--- config.mk ---
export PLATFORM = sky130hd
export DESIGN_NAME = csa_stream_combiner_flat
export DESIGN_NICKNAME = d
export VERILOG_FILES = /design/src/rtl/csa_pkg.sv /design/src/rtl/csa_stream_combiner_if.sv /design/src/rtl/csa_combiner_core.sv /design/src/rtl/csa_stream_combiner.sv /design/src/flat_wrapper.sv
export SDC_FILE = /design/constraint.sdc
export NUM_CORES = 1
export LEC_CHECK = 0
export ABC_CLOCK_PERIOD_IN_PS = 2100
export CELL_PAD_IN_SITES_DETAIL_PLACEMENT = 1
export CELL_PAD_IN_SITES_GLOBAL_PLACEMENT = 2
export CORE_MARGIN = 3
export CORE_UTILIZATION = 30
export CTS_BUF_LIST = sky130_fd_sc_hd__clkbuf_8
export CTS_CLUSTER_SIZE = 24
export DETAILED_ROUTE_END_ITERATION = 10
export HOLD_SLACK_MARGIN = 0.15
export PLACE_DENSITY = 0.81
export SKIP_LAST_GASP = 1
export SLEW_MARGIN = 20
export SYNTH_ARGS = -nofsm -noshare
export SYNTH_HDL_FRONTEND = slang
export SYNTH_SLANG_ARGS = --single-unit
--- constraint.sdc ---
create_clock -name clk -period 2.1 [get_ports clk]
set_input_delay 0.315 -clock clk [delete_from_list [all_inputs] [get_ports clk]]
set_output_delay 0.315 -clock clk [all_outputs]
set_load 0.05 [all_outputs]
--- src/rtl/csa_pkg.sv ---
// Shared widths, S-box bit mapping and combiner state type for the CSA stream combiner.
package csa_pkg;

  localparam int unsigned SBOX_OUT_W = 14;
  localparam int unsigned NIB_W      = 4;

  // Each entry is a sbox_out bit index; element [i] feeds nibble bit i.
  typedef logic [NIB_W-1:0][3:0] nib_idx_t;

  localparam nib_idx_t X_IDX = {4'd6, 4'd4, 4'd3, 4'd1};
  localparam nib_idx_t Y_IDX = {4'd10, 4'd8, 4'd7, 4'd5};
  localparam nib_idx_t Z_IDX = {4'd2, 4'd0, 4'd13, 4'd11};
  localparam int unsigned P_IDX = 13;
  localparam int unsigned Q_IDX = 12;

  typedef struct packed {
    logic [NIB_W-1:0] e;
    logic [NIB_W-1:0] f;
    logic             r;
  } comb_state_t;

  function automatic logic [NIB_W-1:0] pick_nib(input logic [SBOX_OUT_W-1:0] s,
                                                input nib_idx_t idx);
    logic [NIB_W-1:0] n;
    for (int i = 0; i < int'(NIB_W); i++) n[i] = s[idx[i]];
    return n;
  endfunction

endpackage

--- src/rtl/csa_stream_combiner_if.sv ---
// Round-input, feedback and keystream signals between the S-box stage and the combiner.
interface csa_stream_combiner_if;
  import csa_pkg::*;

  logic                  init;
  logic                  gen_mode;
  logic                  s_valid;
  logic                  s_ready;
  logic [SBOX_OUT_W-1:0] sbox_out;
  logic [NIB_W-1:0]      b_extra;
  logic [NIB_W-1:0]      fb_x;
  logic [NIB_W-1:0]      fb_y;
  logic [NIB_W-1:0]      fb_z;
  logic                  fb_p;
  logic                  fb_q;
  logic [NIB_W-1:0]      fb_d;
  logic                  fb_valid;
  logic                  init_done;
  logic [7:0]            ks_byte;
  logic                  ks_valid;
  logic                  ks_ready;

  modport slave (
    input  init, gen_mode, s_valid, sbox_out, b_extra, ks_ready,
    output s_ready, fb_x, fb_y, fb_z, fb_p, fb_q, fb_d, fb_valid, init_done, ks_byte, ks_valid
  );

  modport master (
    output init, gen_mode, s_valid, sbox_out, b_extra, ks_ready,
    input  s_ready, fb_x, fb_y, fb_z, fb_p, fb_q, fb_d, fb_valid, init_done, ks_byte, ks_valid
  );

endinterface

--- src/rtl/csa_combiner_core.sv ---
// Combinational E/F/carry update and D nibble for one combiner round.
module csa_combiner_core
  import csa_pkg::*;
(
  input  comb_state_t      state_i,
  input  logic [NIB_W-1:0] z_i,
  input  logic [NIB_W-1:0] b_extra_i,
  input  logic             q_i,
  output comb_state_t      state_o,
  output logic [NIB_W-1:0] d_o
);

  logic [NIB_W:0] sum;

  always_comb begin
    sum       = {1'b0, state_i.e} + {1'b0, z_i} + {{NIB_W{1'b0}}, state_i.r};
    d_o       = state_i.e ^ z_i ^ b_extra_i;
    state_o.e = state_i.f;
    if (q_i) begin
      state_o.f = sum[NIB_W-1:0];
      state_o.r = sum[NIB_W];
    end else begin
      // q=0 swaps E and F and holds the carry
      state_o.f = state_i.e;
      state_o.r = state_i.r;
    end
  end

endmodule

--- src/rtl/csa_stream_combiner.sv ---
// Round handshake, feedback registers, init counting and keystream byte assembly.
module csa_stream_combiner
  import csa_pkg::*;
#(
  parameter int unsigned ROUNDS_PER_BYTE = 4,
  parameter int unsigned INIT_ROUNDS     = 32
) (
  input logic                  clk,
  input logic                  rst,
  csa_stream_combiner_if.slave bus_io
);

  localparam int unsigned PhW  = $clog2(ROUNDS_PER_BYTE);
  localparam int unsigned ShW  = 2 * (ROUNDS_PER_BYTE - 1);
  localparam int unsigned CntW = $clog2(INIT_ROUNDS + 1);
  localparam logic [PhW-1:0]  LastPhase = PhW'(ROUNDS_PER_BYTE - 1);
  localparam logic [CntW-1:0] InitMax   = CntW'(INIT_ROUNDS);

  comb_state_t      state_q, state_d, core_state;
  logic [NIB_W-1:0] fb_x_q, fb_x_d, fb_y_q, fb_y_d, fb_z_q, fb_z_d, fb_d_q, fb_d_d;
  logic             fb_p_q, fb_p_d, fb_q_q, fb_q_d, fb_valid_q, fb_valid_d;
  logic [PhW-1:0]   phase_q, phase_d;
  logic [ShW-1:0]   shift_q, shift_d;
  logic [7:0]       ks_byte_q, ks_byte_d;
  logic             ks_valid_q, ks_valid_d;
  logic [CntW-1:0]  init_cnt_q, init_cnt_d;
  logic             init_done_q, init_done_d;
  logic             gen_mode_q;

  logic [NIB_W-1:0] x, y, z, d;
  logic             q, stall, accept;
  logic [1:0]       ks2;

  assign x   = pick_nib(bus_io.sbox_out, X_IDX);
  assign y   = pick_nib(bus_io.sbox_out, Y_IDX);
  assign z   = pick_nib(bus_io.sbox_out, Z_IDX);
  assign q   = bus_io.sbox_out[Q_IDX];
  assign ks2 = {d[3] ^ d[2], d[1] ^ d[0]};

  // Stall only when the round would load a byte over one still waiting.
  assign stall          = ks_valid_q && !bus_io.ks_ready && (phase_q == LastPhase);
  assign bus_io.s_ready = !stall && !bus_io.init;
  assign accept         = bus_io.s_valid && bus_io.s_ready;

  csa_combiner_core u_core (
    .state_i   (state_q),
    .z_i       (z),
    .b_extra_i (bus_io.b_extra),
    .q_i       (q),
    .state_o   (core_state),
    .d_o       (d)
  );

  always_comb begin
    state_d     = state_q;
    fb_x_d      = fb_x_q;
    fb_y_d      = fb_y_q;
    fb_z_d      = fb_z_q;
    fb_p_d      = fb_p_q;
    fb_q_d      = fb_q_q;
    fb_d_d      = fb_d_q;
    fb_valid_d  = 1'b0;
    // A mode change abandons any partially built byte.
    phase_d     = (bus_io.gen_mode != gen_mode_q) ? '0 : phase_q;
    shift_d     = (bus_io.gen_mode != gen_mode_q) ? '0 : shift_q;
    ks_byte_d   = ks_byte_q;
    ks_valid_d  = ks_valid_q && !bus_io.ks_ready;
    init_cnt_d  = init_cnt_q;
    init_done_d = init_done_q;
    if (bus_io.init) begin
      state_d     = '0;
      phase_d     = '0;
      shift_d     = '0;
      ks_valid_d  = 1'b0;
      init_cnt_d  = '0;
      init_done_d = 1'b0;
    end else if (accept) begin
      state_d    = core_state;
      fb_x_d     = x;
      fb_y_d     = y;
      fb_z_d     = z;
      fb_p_d     = bus_io.sbox_out[P_IDX];
      fb_q_d     = q;
      fb_d_d     = d;
      fb_valid_d = 1'b1;
      if (bus_io.gen_mode) begin
        if (phase_d == LastPhase) begin
          ks_byte_d  = {shift_d, ks2};
          ks_valid_d = 1'b1;
          phase_d    = '0;
          shift_d    = '0;
        end else begin
          shift_d = {shift_d[ShW-3:0], ks2};
          phase_d = phase_d + PhW'(1);
        end
      end else begin
        phase_d = '0;
        shift_d = '0;
        if (init_cnt_q != InitMax) init_cnt_d = init_cnt_q + CntW'(1);
        if (init_cnt_d == InitMax) init_done_d = 1'b1;
      end
    end
  end

  always_ff @(posedge clk) begin
    if (rst) begin
      state_q     <= '0;
      fb_x_q      <= '0;
      fb_y_q      <= '0;
      fb_z_q      <= '0;
      fb_p_q      <= 1'b0;
      fb_q_q      <= 1'b0;
      fb_d_q      <= '0;
      fb_valid_q  <= 1'b0;
      phase_q     <= '0;
      shift_q     <= '0;
      ks_byte_q   <= '0;
      ks_valid_q  <= 1'b0;
      init_cnt_q  <= '0;
      init_done_q <= 1'b0;
      gen_mode_q  <= 1'b0;
    end else begin
      state_q     <= state_d;
      fb_x_q      <= fb_x_d;
      fb_y_q      <= fb_y_d;
      fb_z_q      <= fb_z_d;
      fb_p_q      <= fb_p_d;
      fb_q_q      <= fb_q_d;
      fb_d_q      <= fb_d_d;
      fb_valid_q  <= fb_valid_d;
      phase_q     <= phase_d;
      shift_q     <= shift_d;
      ks_byte_q   <= ks_byte_d;
      ks_valid_q  <= ks_valid_d;
      init_cnt_q  <= init_cnt_d;
      init_done_q <= init_done_d;
      gen_mode_q  <= bus_io.gen_mode;
    end
  end

  assign bus_io.fb_x      = fb_x_q;
  assign bus_io.fb_y      = fb_y_q;
  assign bus_io.fb_z      = fb_z_q;
  assign bus_io.fb_p      = fb_p_q;
  assign bus_io.fb_q      = fb_q_q;
  assign bus_io.fb_d      = fb_d_q;
  assign bus_io.fb_valid  = fb_valid_q;
  assign bus_io.init_done = init_done_q;
  assign bus_io.ks_byte   = ks_byte_q;
  assign bus_io.ks_valid  = ks_valid_q;

endmodule

--- src/flat_wrapper.sv ---
// flat-port wrapper written by rule: the top's interface ports become plain ports
module csa_stream_combiner_flat import csa_pkg::*;
#(
  parameter int unsigned ROUNDS_PER_BYTE = 4,
  parameter int unsigned INIT_ROUNDS     = 32
)
  (clk, rst, bus_io_init, bus_io_gen_mode, bus_io_s_valid, bus_io_sbox_out, bus_io_b_extra, bus_io_ks_ready, bus_io_s_ready, bus_io_fb_x, bus_io_fb_y, bus_io_fb_z, bus_io_fb_p, bus_io_fb_q, bus_io_fb_d, bus_io_fb_valid, bus_io_init_done, bus_io_ks_byte, bus_io_ks_valid);
  csa_stream_combiner_if bus_io_i ();
  input logic clk;
  input logic rst;
  input wire logic [$bits(bus_io_i.init)-1:0] bus_io_init;
  input wire logic [$bits(bus_io_i.gen_mode)-1:0] bus_io_gen_mode;
  input wire logic [$bits(bus_io_i.s_valid)-1:0] bus_io_s_valid;
  input wire logic [$bits(bus_io_i.sbox_out)-1:0] bus_io_sbox_out;
  input wire logic [$bits(bus_io_i.b_extra)-1:0] bus_io_b_extra;
  input wire logic [$bits(bus_io_i.ks_ready)-1:0] bus_io_ks_ready;
  output wire logic [$bits(bus_io_i.s_ready)-1:0] bus_io_s_ready;
  output wire logic [$bits(bus_io_i.fb_x)-1:0] bus_io_fb_x;
  output wire logic [$bits(bus_io_i.fb_y)-1:0] bus_io_fb_y;
  output wire logic [$bits(bus_io_i.fb_z)-1:0] bus_io_fb_z;
  output wire logic [$bits(bus_io_i.fb_p)-1:0] bus_io_fb_p;
  output wire logic [$bits(bus_io_i.fb_q)-1:0] bus_io_fb_q;
  output wire logic [$bits(bus_io_i.fb_d)-1:0] bus_io_fb_d;
  output wire logic [$bits(bus_io_i.fb_valid)-1:0] bus_io_fb_valid;
  output wire logic [$bits(bus_io_i.init_done)-1:0] bus_io_init_done;
  output wire logic [$bits(bus_io_i.ks_byte)-1:0] bus_io_ks_byte;
  output wire logic [$bits(bus_io_i.ks_valid)-1:0] bus_io_ks_valid;
  assign bus_io_i.init = bus_io_init;
  assign bus_io_i.gen_mode = bus_io_gen_mode;
  assign bus_io_i.s_valid = bus_io_s_valid;
  assign bus_io_i.sbox_out = bus_io_sbox_out;
  assign bus_io_i.b_extra = bus_io_b_extra;
  assign bus_io_i.ks_ready = bus_io_ks_ready;
  assign bus_io_s_ready = bus_io_i.s_ready;
  assign bus_io_fb_x = bus_io_i.fb_x;
  assign bus_io_fb_y = bus_io_i.fb_y;
  assign bus_io_fb_z = bus_io_i.fb_z;
  assign bus_io_fb_p = bus_io_i.fb_p;
  assign bus_io_fb_q = bus_io_i.fb_q;
  assign bus_io_fb_d = bus_io_i.fb_d;
  assign bus_io_fb_valid = bus_io_i.fb_valid;
  assign bus_io_init_done = bus_io_i.init_done;
  assign bus_io_ks_byte = bus_io_i.ks_byte;
  assign bus_io_ks_valid = bus_io_i.ks_valid;
  csa_stream_combiner #(.ROUNDS_PER_BYTE(ROUNDS_PER_BYTE), .INIT_ROUNDS(INIT_ROUNDS)) u_core (.clk(clk), .rst(rst), .bus_io(bus_io_i));
endmodule
## Word-level counts from Yosys, hierarchy flattened

Index checks and enable logic that the tools add are counted.

| word-level totals | value |
|---|---|
| register bits after elaboration | 53 |
| bits of input ports | 24 |
| output and inout bits | 30 |
| logic and storage cells | 62 |

| cells by class | value |
|---|---|
| add/subtract/negate cells | 4 |
| equality and inequality tests | 5 |
| muxes and demuxes | 17 |
| bitwise gates (word level) | 6 |
| reductions and logical operators | 13 |

Operators with widths:

| operator | number |
|---|---|
| 6-bit two-way mux | 8 |
| 2-bit two-way mux | 4 |
| 4-bit XOR | 2 |
| 6-bit by 1-bit adder with 6-bit output (second input constant) | 1 |
| 6-bit == test (second input constant) | 1 |
| 6-bit inequality test (second input constant) | 1 |
| 2-bit AND reduction | 3 |
| 4-bit by 4-bit adder with 5-bit output | 1 |
| 5-bit by 1-bit adder with 5-bit output | 1 |
| 5-bit two-way mux | 1 |
| 2-bit == test (second input constant) | 2 |
| 1-bit logical AND | 4 |
| 1-bit two-way mux | 4 |
| 4-bit AND reduction | 1 |
| 1-bit logical NOT | 3 |
| 3-bit AND reduction | 1 |
| 2-bit by 1-bit adder with 2-bit output (second input constant) | 1 |
| 1-bit NOT | 2 |
| 2-bit OR reduction | 1 |
| 1-bit XOR | 2 |
| 1-bit inequality test | 1 |

## Depth between registers and ports, before layout

| depth | value |
|---|---|
| word-level depth | 10 |
| gate-level depth with buffers | 8 |
| mapped depth without buffers | 7 |

## Modules after synthesis

A second synthesis with hierarchy kept.

| unflattened totals | value |
|---|---|
| cell total of the unflattened synthesis | 295 |
| area, all modules | 2439.8 um^2 |

Modules (own cells, without submodules):

| module | instances | cells each | area each (um^2) | sequential area each (um^2) |
|---|---|---|---|---|
| csa_stream_combiner | 1 | 262 | 2158.3 | 1041.0 |
| csa_combiner_core | 1 | 33 | 281.5 | 0.0 |

## Worst setup path before layout

OpenSTA, ideal clock, no wires.

| timing | value |
|---|---|
| path type | input port to flip-flop |
| from | input port bus_io_sbox_out[11] |
| to | register u_core.state_q[0] in the netlist's numbering |
| library setup time | 0.091 ns |
| arrival | 1.726 ns |
| required time | 2.009 ns |
| setup slack | 0.283 ns |
| stages on the path | 7 |
| buffers on the path | 0 |
| path through | inv_1 > fa_1 > fa_1 > nand2b_1 > a21oi_1 > nor2_1 > a311oi_1 |

| between the ends | value |
|---|---|
| longest elaborated chain between the ends | 2 |

RTL lines:

| item | line | RTL |
|---|---|---|
| start: declaration | flat_wrapper.sv:14 | `input wire logic [$bits(bus_io_i.sbox_out)-1:0] bus_io_sbox_out;` |
| 4-bit by 4-bit adder with 5-bit output | csa_combiner_core.sv:16 | `sum = {1'b0, state_i.e} + {1'b0, z_i} + {{NIB_W{1'b0}}, state_i.r};` |
| 5-bit by 1-bit adder with 5-bit output | csa_combiner_core.sv:16 |  |
| end signal: assignment | csa_stream_combiner.sv:123 | `state_q <= state_d;` |
| end: declaration | csa_stream_combiner.sv:19 | `comb_state_t state_q, state_d, core_state;` |

No other way between the ends.
A chain may end at the register's enable or synchronous reset.

## Final worst setup path

Ends and elaborated chain as after synthesis.

==> run_results.csv <==
group,metric,value,unit
route,ant_nets,0,
floorplan,dieHeight,94.88,um
pwr,p_per_area,618.4,nW/um^2
critical_path,worst_ep_required_time,2.31,ns
cts,clockRootBuffer,"clkbuf_8",
floorplan,coreArea,7447,um^2
timing,fin_ws,0.1790,ns
global_routing,grt_antenna_before_repair,0,
route,routedWlPerCell,13.87,um
place,hpwl,4251,um
global_routing,track_usage,14.23,%
synthesis,yosys-mux-area-fraction,0.4224,%
synthesis,synthFlopType,"dfxtp_1",
timing,min_period,1.921,ns
cts,hold_buffers,0,
final_layout,drive_above_1_share,9.846,%
critical_path,ff2ff_path_depth,7,
synthesis,syn-mean-instance-area,8.617,um^2
synthesis,synth_most_common_cell,"dfxtp_1",
route,drcViolationCount,0,
cts,insertion_delay,0.31,ns
min_path,hp-class,"reg -> reg",
synthesis,synth_commonest_cells,"52 x dfxtp_1, 50 x nand2_1, 33 x a21oi_1, 23 x nor2_1, 11 x nand3_1",
cts,cts_sinks,52,
synthesis,ys_types,43,
place,io_buffers,52,
floorplan,pin_count,54,
final_layout,fill_cells,900,
synthesis,synth-seq-cells,52,
cts,cts_setup_buffers,0,
synthesis,syn_area,2370,um^2
run,maxCapViolations,0,
final_layout,multi_input_area,1191,um^2
place,routabilityCongestion,0.7433,
timing,setup_violations,0,
timing,setup_tns,0,ns
synthesis,synth-compound-area-share,14.63,%
pwr,ir_drop,0.3542,mV
min_path,hold_end,"u_core.state_q[7]$_SDFFE_PP0N_",
route,drt_pass1_iterations,4,
synthesis,synth_top_area_share,43.93,%
final_layout,fin_cells,424,
min_path,hp-start,"u_core.state_q[3]$_SDFFE_PP0N_",
cts,cts_buffers,5,
synthesis,syn_nets,308,
place,place_area,2988,um^2
synthesis,ys_async_sr_fraction,0,%
critical_path,cp_max_fo,2,
floorplan,rows,31,
route,drtIter0Drc,63,
timing,rsz0062_at_grt,"false",
place,place_ws,-0.3340,ns
timing,relSlewSlack,64.81,%
synthesis,synthAdderAreaFrac,5.385,%
final_layout,seq_area,1041,um^2
final_layout,nets,357,
place,dp.cells,416,
critical_path,ff2ff_setup_slack,0.20,ns
synthesis,yosys_warnings,0,
floorplan,initial_utilization,31.82,%
critical_path,regToRegStartpoint,"u_core.state_q[5]$_SDFFE_PP0N_",
final_layout,post-route-util,41.55,%
global_routing,grt_max_degree,37,
final_layout,area_growth,30.57,%
global_routing,overflow,0,
final_layout,n_antenna_cell,0,
route,routed_wl,5882,um
timing,timing.fmax,520.6,MHz
timing,worst_pin_slew,0.5262,ns
critical_path,crit_arrival,2.13,ns
timing,timing.final.crit_share,91.48,%
synthesis,synth_top_family_by_area,"simple AND/OR/NAND/NOR gates",
cts,cts.clk_slew.worst_paths,0.11,ns
run_status,status,"finished clean",
cts,cts_buffer_depth,2,
synthesis,synth.largest_area_cell,"dfxtp_1",
critical_path,worst_setup_path_start_kind,"input port",
synthesis,ys_seq_area_share,43.93,%
critical_path,cp-end-kind,"flop",
floorplan,die-area,9001,um^2
cts,htree_levels,2,
cts,cts_tree,"yes",
floorplan,die_x,94.88,um
synthesis,synthCells,275,
min_path,hold_depth,2,
route,dr_total_vias,2043,
pwr,p_leak,1.085,nW
global_routing,grt_pass1_wl,10320,um
global_routing,grt_pass1_vias,2148,
route,avgViaCountPerCell,4.818,
critical_path,criticalPathCategory,"in -> reg",
synthesis,synth_simple_gate_area_share,24.71,%
synthesis,synthTopCellsByArea,"dfxtp_1 44%, nand2_1 7.9%, a21oi_1 7.0%, ha_1 3.7%, xnor2_1 3.7%",
final_layout,fin_area,3094,um^2
synthesis,synth-xor-area-share,4.435,%
synthesis,synth_edf_count,0,
timing,maxSlewViolCount,0,
timing,hold_violations,0,
timing,clock_skew,0.01668,ns
critical_path,regToRegEndpoint,"u_core.state_q[0]$_SDFFE_PP0P_",
placed cells by master, fill, tap and decap left out, types with 3 or more instances in the layout:
cell type / Yosys / final
a211oi_1: 6 / 6
dfxtp_1: 52 / 52
nand3_1: 11 / 11
clkdlybuf4s50_1: 0 / 51
and2_1: 3 / 3
a22oi_1: 4 / 4
o211ai_1: 4 / 4
clkbuf_8: 0 / 5
nand3b_1: 4 / 4
nor2_1: 23 / 23
nand2_1: 50 / 50
xnor2_1: 10 / 10
inv_1: 10 / 10
nor3_1: 6 / 6
buf_4: 4 / 8
ha_1: 7 / 7
a21oi_1: 33 / 32
power breakdown:
part / internal, mW / total, mW / switching [mW]
sequential: 1.01 / 1.02 / 0.0126
combinational: 0.122 / 0.303 / 0.180
clock: 0.238 / 0.590 / 0.352
cell type report:
cell class	count	area share, %
tap	99	4.003
multi-input combinational	194	38.50
clock buffer	5	2.224
clock inverter	3	0.6874
sequential	52	33.64
timing repair buffer	61	19.73
inverter	10	1.213
what timing repair did:
item,4_1_cts,5_1_grt
pin swaps,0,3
endpoints found under the setup margin,1,2
gates resized for setup,1,3
layer usage:
layer | share of wire (%) | up-vias | GRT usage, %
met3 | 6.2 | 4 | 4.462
li1 | - | 1025 | -
met1 | 48 | 971 | 18.86
met2 | 45 | 43 | 22.61
met5 | 0 | - | 0
met4 | 0.71 | 0 | 3.245
critical path, cell delays in order:
cell	delay, ns
clkdlybuf4s50_1	0.48
inv_1	0.06
fa_2	0.36
fa_2	0.39
nand2b_4	0.15
a21oi_2	0.12
nor2_1	0.05
a311oi_1	0.22
worst max path at each step:
| stage | cells past startpoint | startpoint | to |
|---|---|---|---|
| after global placement | 8 | bus_io_sbox_out[11] | u_core.state_q[0]$_SDFFE_PP0P_ |
| after CTS | 8 | bus_io_sbox_out[11] | u_core.state_q[0]$_SDFFE_PP0P_ |
| final | 8 | bus_io_sbox_out[11] | u_core.state_q[0]$_SDFFE_PP0P_ |
| after floorplan | 7 | bus_io_sbox_out[11] | u_core.state_q[0]$_SDFFE_PP0P_ |
| after detailed placement | 8 | bus_io_sbox_out[11] | u_core.state_q[0]$_SDFFE_PP0P_ |
| after global routing | 8 | bus_io_sbox_out[11] | u_core.state_q[0]$_SDFFE_PP0P_ |
registers in the layout, indices dropped and copies added (netlist names), 2 cells and up:
name                   cells
u_core.bus_io.fb_d         4
u_core.bus_io.fb_x         4
u_core.bus_io.fb_y         4
u_core.bus_io.fb_z         4
u_core.bus_io.ks_byte      8
u_core.init_cnt_q          6
u_core.phase_q             2
u_core.shift_q             6
u_core.state_q             9
per-stage QoR:
step | power, mW | hold WS (ns)
floorplan | 1.228 | 0.4287
global placement | 1.346 | 0.4379
detailed placement | 1.349 | 0.4470
CTS | 1.952 | 0.4550
global route | 2.010 | 0.4749
finish | 1.913 | 0.4440
kinds of logic after synthesis:
family	after synthesis
simple gates	115
mux	1
compound gates	57
buf+inv	29
xor+xnor	12
flops	52
fa+ha+maj	9
Power figures use the tool's default switching activity.
